**src/rtl/cpu_multicycle.sv**
```systemverilog
// Multi-cycle CPU with a 16-bit instruction word, a 16-entry register file (r0 reads zero)
// and req/ack instruction/data memory ports that tolerate any number of wait states.
module cpu_multicycle #(
    parameter int unsigned DATA_W  = 16,
    parameter int unsigned PC_W    = 8,
    parameter int unsigned DADDR_W = 8
) (
    input  logic               clk,
    input  logic               rst_n,
    output logic               imem_req,
    output logic [PC_W-1:0]    imem_addr,
    input  logic               imem_ack,
    input  logic [15:0]        imem_rdata,
    output logic               dmem_req,
    output logic               dmem_we,
    output logic [DADDR_W-1:0] dmem_addr,
    output logic [DATA_W-1:0]  dmem_wdata,
    input  logic               dmem_ack,
    input  logic [DATA_W-1:0]  dmem_rdata,
    output logic [PC_W-1:0]    pc,
    output logic               retire,
    output logic               halted
);

    localparam logic [3:0] OpAdd  = 4'h0;
    localparam logic [3:0] OpSub  = 4'h1;
    localparam logic [3:0] OpAnd  = 4'h2;
    localparam logic [3:0] OpOr   = 4'h3;
    localparam logic [3:0] OpSlt  = 4'h4;
    localparam logic [3:0] OpAddi = 4'h5;
    localparam logic [3:0] OpLw   = 4'h6;
    localparam logic [3:0] OpSw   = 4'h7;
    localparam logic [3:0] OpBeq  = 4'h8;
    localparam logic [3:0] OpJmp  = 4'h9;
    localparam logic [3:0] OpHalt = 4'hF;

    typedef enum logic [2:0] {
        StFetch,
        StDecode,
        StExec,
        StMem,
        StWb,
        StHalt
    } state_t;

    state_t            state;
    logic [15:0]       ir;
    logic [DATA_W-1:0] regs [16];
    logic [DATA_W-1:0] op_a;
    logic [DATA_W-1:0] op_b;
    logic [DATA_W-1:0] op_d;
    logic [DATA_W-1:0] result;
    logic [DATA_W-1:0] alu;
    logic [DATA_W-1:0] imm_z;
    logic [3:0]        opcode;
    logic [3:0]        f1;
    logic [3:0]        f2;
    logic [3:0]        f3;

    assign opcode = ir[15:12];
    assign f1     = ir[11:8];
    assign f2     = ir[7:4];
    assign f3     = ir[3:0];
    assign imm_z  = DATA_W'(f3);

    // Reset leaves the FSM in FETCH; gating with rst_n keeps the request low while held.
    assign imem_req  = rst_n && (state == StFetch);
    assign imem_addr = pc;
    assign dmem_req  = (state == StMem);
    assign halted    = (state == StHalt);

    always_comb begin
        alu = '0;
        case (opcode)
            OpAdd:              alu = op_a + op_b;
            OpSub:              alu = op_a - op_b;
            OpAnd:              alu = op_a & op_b;
            OpOr:               alu = op_a | op_b;
            OpSlt:              alu = ($signed(op_a) < $signed(op_b)) ? DATA_W'(1) : '0;
            OpAddi, OpLw, OpSw: alu = op_a + imm_z;
            default:            alu = '0;
        endcase
    end

    // Stores retire in the ack cycle itself, so retire cannot be a registered flag.
    always_comb begin
        retire = 1'b0;
        case (state)
            StExec:  retire = (opcode >= OpBeq);
            StMem:   retire = dmem_ack && dmem_we;
            StWb:    retire = 1'b1;
            default: retire = 1'b0;
        endcase
    end

    always_ff @(posedge clk or negedge rst_n) begin
        if (!rst_n) begin
            state      <= StFetch;
            pc         <= '0;
            ir         <= '0;
            op_a       <= '0;
            op_b       <= '0;
            op_d       <= '0;
            result     <= '0;
            dmem_we    <= 1'b0;
            dmem_addr  <= '0;
            dmem_wdata <= '0;
            for (int i = 0; i < 16; i++) begin
                regs[i] <= '0;
            end
        end else begin
            case (state)
                StFetch: begin
                    if (imem_ack) begin
                        ir    <= imem_rdata;
                        pc    <= pc + PC_W'(1);
                        state <= StDecode;
                    end
                end
                StDecode: begin
                    op_a  <= regs[f2];
                    op_b  <= regs[f3];
                    op_d  <= regs[f1];
                    state <= StExec;
                end
                StExec: begin
                    result <= alu;
                    if (opcode == OpLw || opcode == OpSw) begin
                        dmem_we    <= (opcode == OpSw);
                        dmem_addr  <= DADDR_W'(alu);
                        dmem_wdata <= op_d;
                        state      <= StMem;
                    end else if (opcode <= OpAddi) begin
                        state <= StWb;
                    end else if (opcode == OpHalt) begin
                        state <= StHalt;
                    end else begin
                        // pc already points past the branch; the offset is sign-extended.
                        if (opcode == OpBeq && op_d == op_a) begin
                            pc <= pc + PC_W'($signed(f3));
                        end else if (opcode == OpJmp) begin
                            pc <= PC_W'(ir[11:0]);
                        end
                        state <= StFetch;
                    end
                end
                StMem: begin
                    if (dmem_ack) begin
                        dmem_we <= 1'b0;
                        if (dmem_we) begin
                            state <= StFetch;
                        end else begin
                            result <= dmem_rdata;
                            state  <= StWb;
                        end
                    end
                end
                StWb: begin
                    if (f1 != 4'd0) begin
                        regs[f1] <= result;
                    end
                    state <= StFetch;
                end
                StHalt: begin
                    state <= StHalt;
                end
                default: begin
                    state <= StFetch;
                end
            endcase
        end
    end

endmodule

```
**config.mk**
```make
export PLATFORM = sky130hd
export DESIGN_NAME = cpu_multicycle
export DESIGN_NICKNAME = d
export VERILOG_FILES = /design/src/rtl/cpu_multicycle.sv
export SDC_FILE = /design/constraint.sdc
export NUM_CORES = 1
export LEC_CHECK = 0
export BUFFER_PORTS_ARGS = -buffer_cell sky130_fd_sc_hd__buf_2
export CAP_MARGIN = 20
export CORE_MARGIN = 2
export CORE_UTILIZATION = 35
export DETAILED_ROUTE_END_ITERATION = 12
export GPL_TIMING_DRIVEN = 0
export PLACE_DENSITY_LB_ADDON = 0.05
export SYNTH_ARGS = -nofsm -noshare
export SYNTH_HDL_FRONTEND = slang
export SYNTH_SLANG_ARGS = --single-unit
```
**constraint.sdc**
```tcl
create_clock -name clk -period 9.1 [get_ports clk]
set_clock_uncertainty 0.15 [all_clocks]
set_input_delay 1.82 -clock clk [delete_from_list [all_inputs] [get_ports clk]]
set_output_delay 1.82 -clock clk [all_outputs]
set_load 0.01 [all_outputs]
```
Word level (Yosys, flattened, before mapping)
Cells that the tools add are included.
- muxes and demuxes: 35
- shift-type cells: 0
- $lt $le $gt $ge: 7
- divide/modulo/power cells: 0
- add/subtract/negate cells: 5
- reduce and logical (&&, ||, !) cells: 18
- $mul: 0
- eq/ne operators: 24
- bitwise operators: 5
- operators by type and width (operator ; number):
    256-bit bitwise mux ; 1
    16-bit binary-select mux with 4-bit select ; 3
    16-bit two-way mux ; 9
    16-bit case mux with 6 select lines ; 1
    16-bit demux with 4-bit select ; 1
    8-bit two-way mux ; 6
    16-bit case mux with 2 select lines ; 1
    3-bit two-way mux ; 6
    16-bit adder ; 1
    16-bit by 4-bit adder with 16-bit output ; 1
    16-bit bitwise AND ; 1
    16-bit == test ; 1
    4-bit by 3-bit == test with 1-bit output (second input constant) ; 4
    16-bit < comparator ; 1
    16-bit OR ; 1
    8-bit case mux with 2 select lines ; 1
    16-bit subtractor ; 1
    5-bit greater-or-equal comparator (second input constant) ; 3
    4-bit inverter with 5-bit output ; 3
    3-bit case mux with 5 select lines ; 1
    4-bit == test (second input constant) ; 3
    2-bit != test (second input constant) ; 6
    8-bit by 1-bit adder with 8-bit output (second input constant) ; 1
    8-bit adder ; 1
    other kinds (23) ; 36
- bits in read-only memories: 0
- output and inout port bits: 45
- logic and storage cells: 120
- latch bits: 0
- register bits: 372
- RAM bits: 0
- memories kept: 0

Longest topological paths before layout
Gate-level depths: netlist of run 1.
- depth after elaboration: 7
- mapped depth: 15

Least setup slack after synthesis of run 1
No wires, ideal clock.
- path kind: input to output
- from: in rst_n
- to: out imem_req
- stages on the path: 1
- path slack: 4895 ps
- path buffers: 0
- data required time: 7130 ps
- arrival time: 2235 ps
- cells stage by stage: nor4b_1
- cells in the longest elaborated chain, start to end: 1
- RTL lines (item ; RTL line ; text):
    start, declared ; 9 ; input logic rst_n,
    1-bit logical AND ; 67 ; assign imem_req = rst_n && (state == StFetch);
    end, declared ; 10 ; output logic imem_req,
No other way between the ends.

Worst setup path in the final report of run 1
- from: reg state[2]
- to: out dmem_req
- cells in the longest elaborated chain, start to end: 1
- RTL lines (item ; RTL line ; text):
    start, declared ; 46 ; state_t state;
    start signal, assigned ; 98 ; state <= StFetch;
    start signal, assigned ; 117 ; state <= StDecode;
    start signal, assigned ; 124 ; state <= StExec;
    3-bit by 2-bit == test with 1-bit output ; 69 ; assign dmem_req = (state == StMem);
    end, declared ; 14 ; output logic dmem_req,
No other way between the ends.

==> summary.md, run 1 <==
| Metric | Value |
|---|---|
| Status | completed |
| Hold depth | 1 |
| Fmax | between 0.2 and 0.25 GHz |
| Die height | about 260 µm |
| Critical Path RT | approximately 7.1 ns |
| Largest cells by area after synthesis | dfrtp_1 (40%), mux4_2 (23%), mux2_2 (9.0%) |
| Mapped Cells | between 1500 and 2000 |
| Vias in the first global route | approximately 16000 |
| Die Wd | between 200 and 300 µm |
| Fin nets | 1992 |
| CP Capture Type | primary output |
| GR Util met3 | slightly below 7% |
| DP HPWL | between 60000 and 70000 µm |
| Vias | 15900 |
| Number of H-tree levels | 2 |
| Post-Syn Area | 23200 µm² |
| Seq/Total Area, Yosys | ~40% |
| Synth area leader | dfrtp_1 |
| CP arrival | approximately 2.8 ns |
| Final ANT Viol Nets | 0 |
| Area grow syn2layout | 13.4% |
| Worst min path class | reg -> reg |
| Grt ovf | 0 |
| Total number of clock tree sinks | 372 |
| Root buffer selected by CTS | clkbuf_16 |
| Fraction of registers with async set/reset | between 90% and 100% |
| VDD IR-drop max | between 150 and 200 µV |
| Antenna violations before repair | 2 |
| Reg-to-reg startpoint | ir[14] |
| Synth cell count leaders | dfrtp_1 (372), mux4_2 (240), mux2_2 (185) |
| Final hold violations | 0 |
| Total setup buffers inserted after CTS | 0 |
| CP Launch Type | flop |
| Slew HR | between 20% and 30% |
| Top-count cell post-synth | dfrtp_1 |
| Worst reg2reg path endpoint | result[14] |
| Pins Over Slew Limit | 0 |
| WL final | roughly 80000 µm |
| Placer Congestion | 0.893 |
| R2r setup slk | roughly 4.5 ns |
| Cts hold-fix bufs | 0 |
| Number of synthesized flops with an enable pin | 0 |
| Hold EP | dmem_wdata[10] |
| Synth cell types | between 70 and 80 |
| First-pass iteration count of the detailed router | 5 |
| DRC | 0 |
| Fin crit period | around 4.8 ns |
| Routing usage on met1 | 32.3% |
| Clock Path Buffers | 3 |
| Finish-stage setup viols | 0 |
| Post-CTS sizing | 0 |
| Synth Warn # | 0 |
| Met2 usage | a little under two fifths |
| CTS tree | built |
| Row Count | 94 |
| Hold Startpoint | dmem_wdata[10] |
| Syn_nets | roughly 1900 |
| Syn Area/Cell | between 10 and 15 µm² |
| Kind of critical path | reg -> out |
| Setup TNS | 0 ns |
| PnR Total Power | just under 9 mW |
| Leakage Power | around 12 nW |
| Total power per unit cell area | 340 nW/µm² |
| Inst Count DP | around 2700 |
| DR vias/cell | around 5.7 |
| WL/cell | around 29 µm |
| Die area | roughly 68000 µm² |
| R2r worst-path depth | 14 |
| Final core area utilization | about 40% |
| Initial Util | between 30% and 40% |
| Yosys reg bits | 372 |
| Synth Flop Type | dfrtp_1 |
| Clk_lat worst skew | just under 0.6 ns |
| Core area | 65700 µm² |
| Worst slew pin tran | 1.16 ns |
| Non-Filler Instances | 2785 |
| GRT busiest layer | met2 |
| Top-Level Pins | 81 |
| IO Port Bufs | 80 |
| Worst Path Max Fanout | 10 |
| 1st-iter DRT viols | around 1200 |
| CTS Buf Count | 46 |
| Final worst path period share | 52.7% |
| GRT Total Usage | about a quarter |
| Max cap viols | 0 |
| Largest net degree at the start of global routing | 119 |
| Yosys top cell area share | 40.1% |
| Unrepaired setup endpoints after global routing | false |
| CTS clock-pin slew for the worst setup and hold paths | around 0.06 ns |
| Layout cells sized above 1 | approximately a third |
| First-pass GRT wire length | 117000 µm |
[metrics by stage]
| stage | cell area [µm²] | hold slack, ns | worst slack (ns) |
|---|---|---|---|
| floorplan | 23200 | 0.308 | 4.89 |
| global placement | 24700 | 0.315 | -2.04 |
| detailed placement | 24800 | 0.319 | 4.23 |
| CTS | 26300 | 0.334 | 4.23 |
| global route | 26300 | 0.356 | 4.08 |
| finish | 26300 | 0.330 | 4.31 |
[sequential cells by signal, indices dropped and copies added, names as in the netlist]
name and cells:
regs 256, op_a 16, dmem_we 1, imem_addr 8, op_d 16, state 3, op_b 16, result 16
ir 16, dmem_wdata 16, dmem_addr 8
[cell families (layout without fill, tap and decap cells)]
logic type	after synthesis	count (layout)	synth area share, %
multiplexers	538	538	37.8
AO/OA/AOI/OAI	232	232	6.21
adder cells (fa/ha/maj)	74	74	4.09
buffers and inverters	212	384	4.21
XOR/XNOR	48	48	1.81
other	0	2	0
flip-flops	372	372	40.1
AND/OR/NAND/NOR	271	271	5.72
[placed cells by master (no fill, tap or decap), types with 13 or more instances in the layout]
cell type,n
clkbuf_16,47
buf_6,13
mux2_2,185
dfrtp_1,372
inv_1,59
mux4_2,240
o21ai_1,43
a21oi_1,64
buf_2,115
clkbuf_1,95
nor2_1,70
xnor2_1,38
o21ai_0,33
nand3_1,18
ha_1,71
mux2_1,96
nand2_1,97
[how the worst max path moves through the flow]
stage,from,endpoint,depth (start not counted)
after global routing,ir[14],result[14],14
final,state[2],dmem_req,5
after detailed placement,rst_n,imem_req,3
after CTS,rst_n,imem_req,3
after global placement,rst_n,imem_req,3
after floorplan,rst_n,imem_req,1
[report_power, final]
group	switching [mW]	internal (mW)
Combinational	2.67	1.92
Sequential	0.454	2.07
Clock	0.760	1.08
[cell type report]
cell class | instances | area, µm²
Sequential cell | 372 | 9310
Multi-Input combinational cell | 1163 | 12900
Fill cell | 6233 | 39400
Clock inverter | 14 | 128
Clock buffer | 71 | 1360
Buffer | 152 | 751
Inverter | 60 | 225
Timing Repair Buffer | 87 | 549
Antenna cell | 2 | 5.00
Tap cell | 864 | 1080
[routing by layer]
metal | up-vias | wire length (µm)
met2 | 496 | 37000
li1 | 6921 | -
met3 | 114 | 6010
met4 | 0 | 2440
met5 | - | 0
met1 | 8384 | 35200
[worst max-delay path: stages, from the launching register on]
cell      delay (ns)
dfrtp_1         0.38
buf_2           0.22
nand3b_1        0.44
inv_1           0.43
clkbuf_1        0.52
buf_2           0.24
Power figures use the tool's default switching activity.
==> inputs of run 2 (changes only) <==
- ABC_AREA: not set -> 1
- clock period: 9.1 -> 3.9 ns (I/O delays scaled with it)
==> summary.md, run 2 <==
| Metric | Value |
|---|---|
| Largest net degree at the start of global routing | between 100 and 150 |
| Fraction of registers with async set/reset | 100% |
| Seq/Total Area, Yosys | approximately two fifths |
| Syn Area/Cell | 7.28 µm² |
| DR vias/cell | just over 6 |
| Row Count | 94 |
| Final worst path period share | 100% |
| Most frequent cells in the layout | nand2_1 (687), o21ai_0 (562), dfrtp_1 (372) |
| Cts hold-fix bufs | 0 |
| Antenna violations before repair | 11 |
| IO Port Bufs | 80 |
| Mapped Cells | 3201 |
| Final ANT Viol Nets | 0 |
| First-pass GRT wire length | roughly 190000 µm |
| DP HPWL | roughly 100000 µm |
| Worst slew pin tran | 1.36 ns |
| Initial Util | approximately 35% |
| Root buffer selected by CTS | clkbuf_16 |
| WL/cell | approximately 32 µm |
| Total power per unit cell area | around 1000 nW/µm² |
| Layout cells sized above 1 | 8.26% |
| Top-count cell post-synth | nand2_1 |
| Placer Congestion | approximately 1.0 |
| CP arrival | approximately 4.2 ns |
| Non-Filler Instances | 4243 |
| Synth area leader | dfrtp_1 |
| Post-Syn Area | 23300 µm² |
| Setup TNS | -0.00315 ns |
| Inst Count DP | a little over 4000 |
| Yosys reg bits | roughly 370 |
| Worst setup margin | -0.00315 ns |
| Status | finished with violations |
| Critical Path RT | roughly 4.2 ns |
| Largest cells by area after synthesis | dfrtp_1 (40%), o21ai_0 (12%), nand2_1 (11%) |
| Die Wd | roughly 260 µm |
| Synth Warn # | 0 |
| First-pass iteration count of the detailed router | 9 |
| Max cap viols | 0 |
| Largest register FFs | about 260 |
| Area grow syn2layout | 14.1% |
| Finish-stage setup viols | 1 |
| Grt ovf | 0 |
| Die area | around 70000 µm² |
| Number of H-tree levels | 2 |
| Yosys top cell area share | 40.0% |
| Failing checks | setup timing |
| VDD IR-drop max | about 520 µV |
| WL final | roughly 140000 µm |
| CTS tree | built |
| Total setup buffers inserted after CTS | 0 |
| Kind of critical path | reg -> reg |
| Core area | between 60000 and 70000 µm² |
| Vias in the first global route | between 20000 and 25000 |
| CTS Buf Count | 46 |
| Total number of clock tree sinks | between 300 and 400 |
| Slew HR | ~8.2% |
| Final core area utilization | 40.4% |
| 1st-iter DRT viols | about 3600 |
| GRT Total Usage | 39.7% |
| Pins Over Slew Limit | 0 |
| Fin nets | between 3000 and 4000 |
| Die height | 262 µm |
| CTS clock-pin slew for the worst setup and hold paths | approximately 0.060 ns |
| Commonest non-fill, non-tap cell in the layout | nand2_1 |
| Fillers | ~7000 |
| Syn_nets | between 3000 and 4000 |
| CP Capture Type | flop |
| Clk_lat worst skew | 0.63 ns |
| DRC | 0 |
| Synth cell types | between 40 and 50 |
| Worst hold margin | ~0.018 ns |
| Worst Path Max Fanout | 10 |
| Vias | between 20000 and 30000 |
| Synth cell count leaders | nand2_1 (687), o21ai_0 (562), dfrtp_1 (372) |
| Largest Register | regs |
| Unrepaired setup endpoints after global routing | false |
| Reg-to-reg startpoint | ir[9] |
| Top-Level Pins | 81 |
| Leakage Power | 11.8 nW |
| Number of synthesized flops with an enable pin | 0 |
| Fmax | 0.256 GHz |
| CP Launch Type | flop |
| Synth Flop Type | dfrtp_1 |
| Finished Cell Area | 26600 µm² |
| Crit. Startpoint | ir[9] |
| Clock Path Buffers | 3 |
| Final hold violations | 0 |
| Placed inst area | roughly 25000 µm² |
| Fin crit period | between 3 and 4 ns |
| Worst min path class | in -> async |
-- run 2: path summary, 6_finish.rpt --
| kind | slack, ns | endpoint | depth (start not counted) |
|---|---|---|---|
| setup reg to reg | -0.003 | op_d[5] | 7 |
| hold / removal | 0.02 | dmem_addr[1] | 1 |
| hold reg to reg | 0.32 | dmem_addr[4] | 2 |
| min in group clk | 0.25 | ir[13] | 2 |
| max in group asynchronous | 2.16 | regs[196] | 3 |
| setup / recovery | -0.003 | op_d[5] | 7 |
-- run 2: area by class of cell --
cell class              count  area (µm²)  area share [%]
inverters                 250         943            3.55
well taps                 864        1080            4.07
clock inverters            23         275            1.04
plain buffers             245        1040            3.91
repair buffers             93         619            2.33
multi-input cells        2333       12000            45.3
flip-flops and latches    372        9310            35.0
diodes                      3        7.51          0.0282
clock buffers              60        1280            4.83
-- run 2: where the power goes --
group	leakage [nW]	switching, mW	internal (mW)
logic	6.09	12.2	4.26
registers	4.97	1.73	5.17
clock network	0.750	1.90	2.61
total	11.8	15.8	12.0
-- run 2: repair_timing --
item | in CTS | in global routing
cloned | 0 | 0
gates resized for setup | 6 | 10
hold endpoints to repair | 0 | 0
endpoints found under the setup margin | 17 | 6
-- run 2: cell families (layout without fill, tap and decap cells) --
group | after synthesis | after routing | share of synthesized area [%]
buffers and inverters | 496 | 671 | 8.47
AOI/OAI and AO/OA | 1109 | 1109 | 26.9
xor gates and xnor gates | 13 | 13 | 0.489
and+or+nand+nor | 1133 | 1133 | 19.9
other | 0 | 3 | 0
adders and majority gates | 74 | 74 | 4.07
muxes | 4 | 4 | 0.193
DFF | 372 | 372 | 40.0
-- run 2: critical path: stages, from the launching register on --
cell and delay (ns):
dfrtp_1 0.49, nand2_1 0.47, inv_2 0.21, clkbuf_1 0.52, a22oi_1 0.38, a21oi_1 0.21, nor4_1 1.16, a21oi_1 0.07
-- run 2: per-layer routing --
metal  part of all wire (%)  up-vias  track usage, %
li1                       -    11200               -
met1                     38    12600            48.9
met4                    8.3        4            27.6
met2                     43     1709            60.9
met3                     10      479            10.3
met5                  0.020        -               0
-- run 2: stage by stage --
step | worst slack, ns | power (mW)
floorplan | 1.07 | 14.9
global placement | -5.71 | 22.3
detailed placement | -0.594 | 22.4
CTS | 0.0312 | 27.0
global route | 0.0580 | 29.0
finish | -0.00315 | 27.8
